**src/rtl/alu_req_scheduler.sv**
```systemverilog
// Round-robin scheduler sharing one combinational ALU between two requesters.
// A single operation is in flight at a time: accept, wait ALU_LAT edges, then hold the tagged result.
module alu_req_scheduler #(
    parameter int NB_DATA = 6,
    parameter int NB_OP   = 6,
    parameter int ALU_LAT = 1
) (
    input  logic               clock,
    input  logic               reset,
    input  logic               i_req0_valid,
    input  logic [NB_DATA-1:0] i_req0_a,
    input  logic [NB_DATA-1:0] i_req0_b,
    input  logic [NB_OP-1:0]   i_req0_op,
    output logic               o_req0_ready,
    input  logic               i_req1_valid,
    input  logic [NB_DATA-1:0] i_req1_a,
    input  logic [NB_DATA-1:0] i_req1_b,
    input  logic [NB_OP-1:0]   i_req1_op,
    output logic               o_req1_ready,
    output logic [NB_DATA-1:0] o_alu_a,
    output logic [NB_DATA-1:0] o_alu_b,
    output logic [NB_OP-1:0]   o_alu_op,
    input  logic [NB_DATA-1:0] i_alu_result,
    output logic               o_rsp_valid,
    output logic               o_rsp_id,
    output logic [NB_DATA-1:0] o_rsp_data,
    input  logic               i_rsp_ready,
    output logic               o_busy
);

    localparam int CNT_W = $clog2(ALU_LAT + 1);

    typedef enum logic [1:0] {
        IDLE = 2'd0,
        WAIT = 2'd1,
        RESP = 2'd2
    } state_t;

    state_t            state_reg;
    state_t            state_next;
    logic              last_grant_reg;
    logic [CNT_W-1:0]  cnt_reg;
    logic              grant0;
    logic              grant1;
    logic              accept;
    logic              cnt_last;

    // On a tie the requester that was not served last wins.
    assign grant0   = i_req0_valid & (~i_req1_valid | last_grant_reg);
    assign grant1   = i_req1_valid & (~i_req0_valid | ~last_grant_reg);
    assign cnt_last = (cnt_reg == CNT_W'(1));

    always_ff @(posedge clock or negedge reset) begin
        if (!reset) begin
            state_reg <= IDLE;
        end else begin
            state_reg <= state_next;
        end
    end

    always_comb begin
        state_next = state_reg;
        case (state_reg)
            IDLE:    if (grant0 | grant1) state_next = WAIT;
            WAIT:    if (cnt_last)        state_next = RESP;
            RESP:    if (i_rsp_ready)     state_next = IDLE;
            default:                      state_next = IDLE;
        endcase
    end

    always_comb begin
        o_req0_ready = 1'b0;
        o_req1_ready = 1'b0;
        o_busy       = 1'b1;
        if (state_reg == IDLE) begin
            o_req0_ready = grant0;
            o_req1_ready = grant1;
            o_busy       = 1'b0;
        end
    end

    assign accept = o_req0_ready | o_req1_ready;

    always_ff @(posedge clock or negedge reset) begin
        if (!reset) begin
            o_alu_a        <= '0;
            o_alu_b        <= '0;
            o_alu_op       <= '0;
            last_grant_reg <= 1'b1;
            o_rsp_id       <= 1'b0;
            cnt_reg        <= '0;
            o_rsp_data     <= '0;
            o_rsp_valid    <= 1'b0;
        end else begin
            if (accept) begin
                o_alu_a        <= grant1 ? i_req1_a  : i_req0_a;
                o_alu_b        <= grant1 ? i_req1_b  : i_req0_b;
                o_alu_op       <= grant1 ? i_req1_op : i_req0_op;
                last_grant_reg <= grant1;
                o_rsp_id       <= grant1;
                cnt_reg        <= CNT_W'(ALU_LAT);
            end
            if (state_reg == WAIT) begin
                if (cnt_last) begin
                    o_rsp_data  <= i_alu_result;
                    o_rsp_valid <= 1'b1;
                end else begin
                    cnt_reg <= cnt_reg - CNT_W'(1);
                end
            end
            if ((state_reg == RESP) && i_rsp_ready) begin
                o_rsp_valid <= 1'b0;
            end
        end
    end

endmodule

```
**config.mk**
```make
export PLATFORM = sky130hd
export DESIGN_NAME = alu_req_scheduler
export DESIGN_NICKNAME = d
export VERILOG_FILES = /design/src/rtl/alu_req_scheduler.sv
export SDC_FILE = /design/constraint.sdc
export NUM_CORES = 1
export LEC_CHECK = 0
export ABC_CLOCK_PERIOD_IN_PS = 1500
export BUFFER_PORTS_ARGS = -buffer_cell sky130_fd_sc_hd__buf_2
export CAP_MARGIN = 40
export CORE_UTILIZATION = 40
export CTS_CLUSTER_DIAMETER = 120
export DETAILED_ROUTE_END_ITERATION = 8
export PLACE_DENSITY_LB_ADDON = 0.3
export SLEW_MARGIN = 20
export SYNTH_ARGS = -nofsm -noshare
export SYNTH_HDL_FRONTEND = slang
export SYNTH_SLANG_ARGS = --single-unit
```
**constraint.sdc**
```tcl
create_clock -name clock -period 1.5 [get_ports clock]
set_input_delay 0.15 -clock clock [delete_from_list [all_inputs] [get_ports clock]]
set_output_delay 0.15 -clock clock [all_outputs]
set_load 0.005 [all_outputs]
```
==> impl_metrics.json, run 1 <==
{
  "initial_core_util_pct": 42.0,
  "reg2reg_to": "o_alu_op[3]",
  "cts-root-buf": "clkbuf_4",
  "cts.sinks": 30,
  "rows": 21,
  "hp-class": "input pin to register",
  "antenna_found_initial": 0,
  "syn_avg_cell_area_um2": 14.4,
  "die_h_um": 61.4,
  "ys.flop_type": "dfrtp_1",
  "peakVddDrop_uv": 831,
  "fin_hold_ws_ns": 0.0685,
  "violations": "negative setup slack",
  "grt_pass1_vias": 1013,
  "r2r_slack_ns": -0.05,
  "fin_crit_ns": 1.55,
  "ys_warn_count": 0,
  "fin_worst_skew_ns": 0.0135,
  "synth_top_family_by_area": "multiplexers",
  "vias_per_cell": 4.77,
  "clk_latency_ns": 0.32,
  "maxCapViolCount": 0,
  "p_leak_nw": 1.06,
  "worst_pin_slew_ns": 0.652,
  "wire_per_inst_um": 13.2,
  "hold_violations": 0,
  "wirelength_um": 3080,
  "drc_errors": 0,
  "worstRegToRegCells": 4,
  "synth_edf_count": 0,
  "ys_top_cells_by_area": "dfrtp_1 (51%), mux2_2 (26%), mux2_4 (9.6%), dfstp_2 (1.9%), buf_12 (1.4%)",
  "wl_met1_um": 1240,
  "yosysTopAreaCell": "dfrtp_1",
  "status": "complete, but fails checks",
  "yosysUniqueCellTypes": 18,
  "drive_above_1_share_pct": 74.9,
  "num_vias": 1111,
  "routabilityCongestion": 0.708,
  "cellPowerDensity_mw_per_mm2": 1790,
  "fin_ws_ns": -0.0498,
  "design_area_mm2": 0.00205,
  "finalSetupViolCount": 18,
  "synth_adder_area_share_pct": 0,
  "wl_met3_um": 160,
  "final_nets": 233,
  "synth_area_mm2": 0.00141,
  "muxShareOfSynthArea_pct": 35.9,
  "syn2layout_area_growth_pct": 45.4,
  "crit_arrival_ns": 1.75,
  "fin_crit_sh_pct": 103,
  "synth_xor_area_share_pct": 0,
  "firstDrtPassIters": 4,
  "synth_compound_area_share_pct": 3.81,
  "cts_tree": "done",
  "cp-startpoint": "last_grant_reg",
  "synth_nets": 145,
  "fillers": 301,
  "synthCells": 98,
  "highest_layer": "met4",
  "regToRegStartpoint": "last_grant_reg",
  "synth_top_area_share_pct": 51.4,
  "n_antenna_cell": 0,
  "dpl-instance-area_mm2": 0.00185,
  "place_hpwl_um": 2260,
  "seq_area_frac_synth_pct": 53.2,
  "die_x_um": 61.4,
  "io_buffers": 75,
  "cts_buffers": 5,
  "final_antenna_net_count": 0,
  "rsz0062_at_grt": "yes",
  "synthSimpleGateAreaFrac_pct": 3.63,
  "htree_levels": 2,
  "clk_pin_slew_ns": 0.10,
  "core_mm2": 0.00336,
  "post-synth-top-count-cell": "mux2_2",
  "required_ns": 1.70,
  "async_flop_share_pct": 100,
  "drv_slew": 0,
  "cp_max_fo": 5,
  "ios": 76,
  "critical_path_class": "register to register",
  "die-area_mm2": 0.00377,
  "synth_common_cells": "mux2_2 (33), dfrtp_1 (29), mux2_4 (9)",
  "wl_met2_um": 1620,
  "synth_seq_cells": 30,
  "gr-total-overflow": 0,
  "max_freq_mhz": 645,
  "clock_path_buffers": 2,
  "drt-initial-drc-count": 30,
  "slew_headroom_pct": 56.5,
  "grt_max_degree": 31,
  "crit_end": "o_alu_op[3]",
  "grt_pass1_wl_um": 4380,
  "critPathCaptureType": "register",
  "start_kind": "register",
  "grt_use_total_pct": 17.1
}
power by group:
group / internal [mW] / total [mW] / switching (mW)
Sequential: 1.23 / 1.44 / 0.215
Combinational: 1.10 / 1.79 / 0.685
Clock: 0.178 / 0.444 / 0.265
Total: 2.51 / 3.68 / 1.17
critical path, cell delays in order (launching register included):
cell     delay, ns
dfstp_2       0.55
a21bo_4       0.16
buf_6         0.15
mux2_4        0.31
mux2_4        0.26
layer usage:
metal / global-route usage [%] / vias to the layer above
met5: 0 / -
met4: 10.5 / 0
met3: 4.41 / 6
met2: 31.4 / 41
met1: 17.2 / 536
li1: - / 528
logic make-up after synthesis:
family	count (synthesis)
compound gates	8
flops	30
mux	42
simple gates	12
buf+inv	6
how the worst min path moves through the flow:
stage,start,end,cells after the start
after floorplan,reset,cnt_last,0
after global placement,reset,o_alu_op[2],1
after detailed placement,reset,o_alu_op[2],1
after CTS,i_alu_result[3],o_rsp_data[3],2
after global routing,i_alu_result[0],o_rsp_data[0],2
final,i_alu_result[3],o_rsp_data[3],2
layout make-up:
type                            count  area [µm²]  area share (%)
Sequential cell                    30         754            36.7
Multi-Input combinational cell     62         688            33.5
Timing Repair Buffer               85         495            24.1
Tap cell                           46        57.6            2.80
Clock buffer                        6        41.3            2.01
Clock inverter                      2        10.0           0.487
Inverter                            2        7.51           0.365
per-stage QoR:
| step | utilization, % | setup TNS, ns | std cells | power [mW] | setup WS, ns |
|---|---|---|---|---|---|
| 5_1_grt | 61.1 | -1.29 | 233 | 3.95 | -0.0872 |
| 4_1_cts | 58.5 | -0.567 | 231 | 3.55 | -0.0480 |
| 6_report | 61.1 | -0.454 | 233 | 3.68 | -0.0498 |
| 2_1_floorplan | - | -0.536 | 98 | 2.34 | -0.0596 |
| 3_3_place_gp | 54.7 | -1.42 | 219 | 2.91 | -0.0811 |
| 3_5_place_dp | 55.1 | -1.11 | 220 | 3.03 | -0.0842 |
cells in the final DEF (no fill, tap or decap):
cell	n
a21bo_4	1
a21o_1	1
a21oi_1	2
a22o_1	1
buf_12	2
buf_2	75
buf_4	3
buf_6	2
buf_8	1
clkbuf_1	1
clkbuf_4	5
clkinv_2	2
dfrtp_1	27
dfrtp_2	2
dfstp_2	1
dlygate4sd3_1	2
inv_1	2
mux2_2	21
mux2_4	21
nand2_1	4
nand2_2	1
nor2_1	3
nor2_4	1
nor2b_1	2
nor3_4	1
o21ai_0	1
o21ai_2	1
o31ai_1	1
repair_timing:
| item | in CTS | in global routing |
|---|---|---|
| gates cloned | 1 | 0 |
| pin swaps | 0 | 2 |
| gates resized for setup | 11 | 16 |
| endpoints found under the hold margin | 30 | 0 |
| hold buffers | 2 | 0 |
| setup endpoints to repair | 20 | 20 |
| buffers inserted | 0 | 2 |
No activity file was read; power rests on OpenSTA's default activity.
==> inputs of run 2 (changes only) <==
CORE_ASPECT_RATIO = 0.7   (was not set)
==> impl_metrics.json, run 2 (synthesized netlist as in run 1, its figures left out) <==
{
  "status": "complete, but fails checks",
  "violations": "negative setup slack",
  "cts_tree": "done",
  "die-area_mm2": 0.00378,
  "highest_layer": "met4",
  "die_x_um": 73.0,
  "drive_above_1_share_pct": 74.7,
  "setup-tns-final_ns": -0.693,
  "fin_crit_ns": 1.56,
  "required_ns": 1.66,
  "ios": 76,
  "final_antenna_net_count": 0,
  "syn2layout_area_growth_pct": 49.0,
  "place_ws_ns": -0.0637,
  "grt_use_total_pct": 17.1,
  "fin_worst_skew_ns": 0.00245,
  "finalSetupViolCount": 18,
  "fin_util_pct": 64.7,
  "cp_common_cell": "mux2_4",
  "crit_arrival_ns": 1.71,
  "core_mm2": 0.00325,
  "critPathCaptureType": "register",
  "wl_met1_um": 1380,
  "io_buffers": 75,
  "fin_crit_sh_pct": 104,
  "cp_max_fo": 8,
  "grt_pass1_wl_um": 4640,
  "slew_headroom_pct": 56.0,
  "cts_buffers": 5,
  "drv_slew": 0,
  "final_cell_mix": "buf_2 (75), dfrtp_1 (28), mux2_4 (23), mux2_2 (19)",
  "clk_latency_ns": 0.27,
  "fin_hold_ws_ns": 0.0691,
  "wire_per_inst_um": 13.3,
  "grt_max_degree": 31,
  "maxCapViolCount": 0,
  "rows": 17,
  "hold_violations": 0,
  "peakVddDrop_uv": 1010,
  "routabilityCongestion": 0.641,
  "cp_cell_sequence": "a21bo_4, buf_12, mux2_4, mux2_4",
  "vias_per_cell": 4.65,
  "slowest_delay_ns": 0.54,
  "initial_core_util_pct": 43.4,
  "drc_errors": 0,
  "gr-total-overflow": 0,
  "clk_pin_slew_ns": 0.06,
  "p_leak_nw": 1.09,
  "htree_levels": 2,
  "hp-class": "input pin to register",
  "final_nets": 232,
  "cellPowerDensity_mw_per_mm2": 1900,
  "worst_pin_slew_ns": 0.661,
  "rsz0062_at_grt": "yes",
  "cts.sinks": 30,
  "cts-root-buf": "clkbuf_8",
  "fin_ws_ns": -0.0567,
  "antenna_found_initial": 0,
  "wirelength_um": 3090,
  "wl_met3_um": 181,
  "start_kind": "register",
  "num_vias": 1083,
  "die_h_um": 51.7,
  "max_freq_mhz": 642,
  "drt-initial-drc-count": 23,
  "firstDrtPassIters": 4,
  "wl_met2_um": 1510,
  "dp_cells": 221,
  "n_antenna_cell": 0,
  "grt_pass1_vias": 1059,
  "fillers": 266,
  "final_common_cell": "buf_2",
  "clock_path_buffers": 2,
  "final_cells": 233,
  "place_hpwl_um": 2260,
  "critical_path_class": "register to register",
  "cp_slowest_cell": "dfstp_2"
}
[run 2: worst paths after layout]
path | from | endpoint | slack [ns] | depth (start not counted)
max reg2reg | last_grant_reg | o_alu_b[0] | -0.06 | 4
max | last_grant_reg | o_alu_b[0] | -0.06 | 4
min | i_rsp_ready | state_reg[1] | 0.07 | 2
min in group asynchronous | reset | o_alu_op[5] | 0.44 | 2
max in group asynchronous | reset | state_reg[0] | 0.59 | 2
min reg2reg | o_rsp_id | o_rsp_id | 0.49 | 1
[run 2: metal layers]
| metal | track usage [%] | up-vias |
|---|---|---|
| met5 | 0 | - |
| met4 | 7.84 | 0 |
| met3 | 5.81 | 2 |
| met2 | 29.3 | 38 |
| met1 | 19.4 | 525 |
| li1 | - | 518 |
[run 2: area by class of cell]
class,count,area [µm²],share of cell area [%]
clock buffer,5,68.8,3.27
clock inverter,3,40.0,1.90
inverter,2,7.51,0.357
multi-input combinational,62,687,32.6
sequential,30,753,35.8
tap,47,58.8,2.79
timing repair buffer,84,489,23.2
[run 2: where the power goes]
| group | leakage, nW | switching [mW] | internal, mW |
|---|---|---|---|
| registers | 0.346 | 0.234 | 1.23 |
| clock network | 0.0579 | 0.289 | 0.488 |
| logic | 0.690 | 0.666 | 1.10 |
| total | 1.09 | 1.19 | 2.82 |
[run 2: timing repair]
action	in CTS	in global routing
pin swaps	0	1
buffers inserted	0	2
hold endpoints to repair	29	0
gates cloned	1	0
hold buffers	1	0
endpoints found under the setup margin	20	20
resized for setup	7	14
[run 2: critical path, delay by kind of cell, from the launching register on]
family / cells / cell delay (ns)
muxes: 2 / 0.56
DFF: 1 / 0.54
buffers and inverters: 1 / 0.15
AOI/OAI and AO/OA: 1 / 0.18
[run 2: through the flow]
stage	cell area, µm²	power [mW]
3_5_place_dp	1870	3.04
2_1_floorplan	1410	2.34
3_3_place_gp	1850	2.93
5_1_grt	2100	4.28
4_1_cts	2040	3.92
6_report	2100	4.01
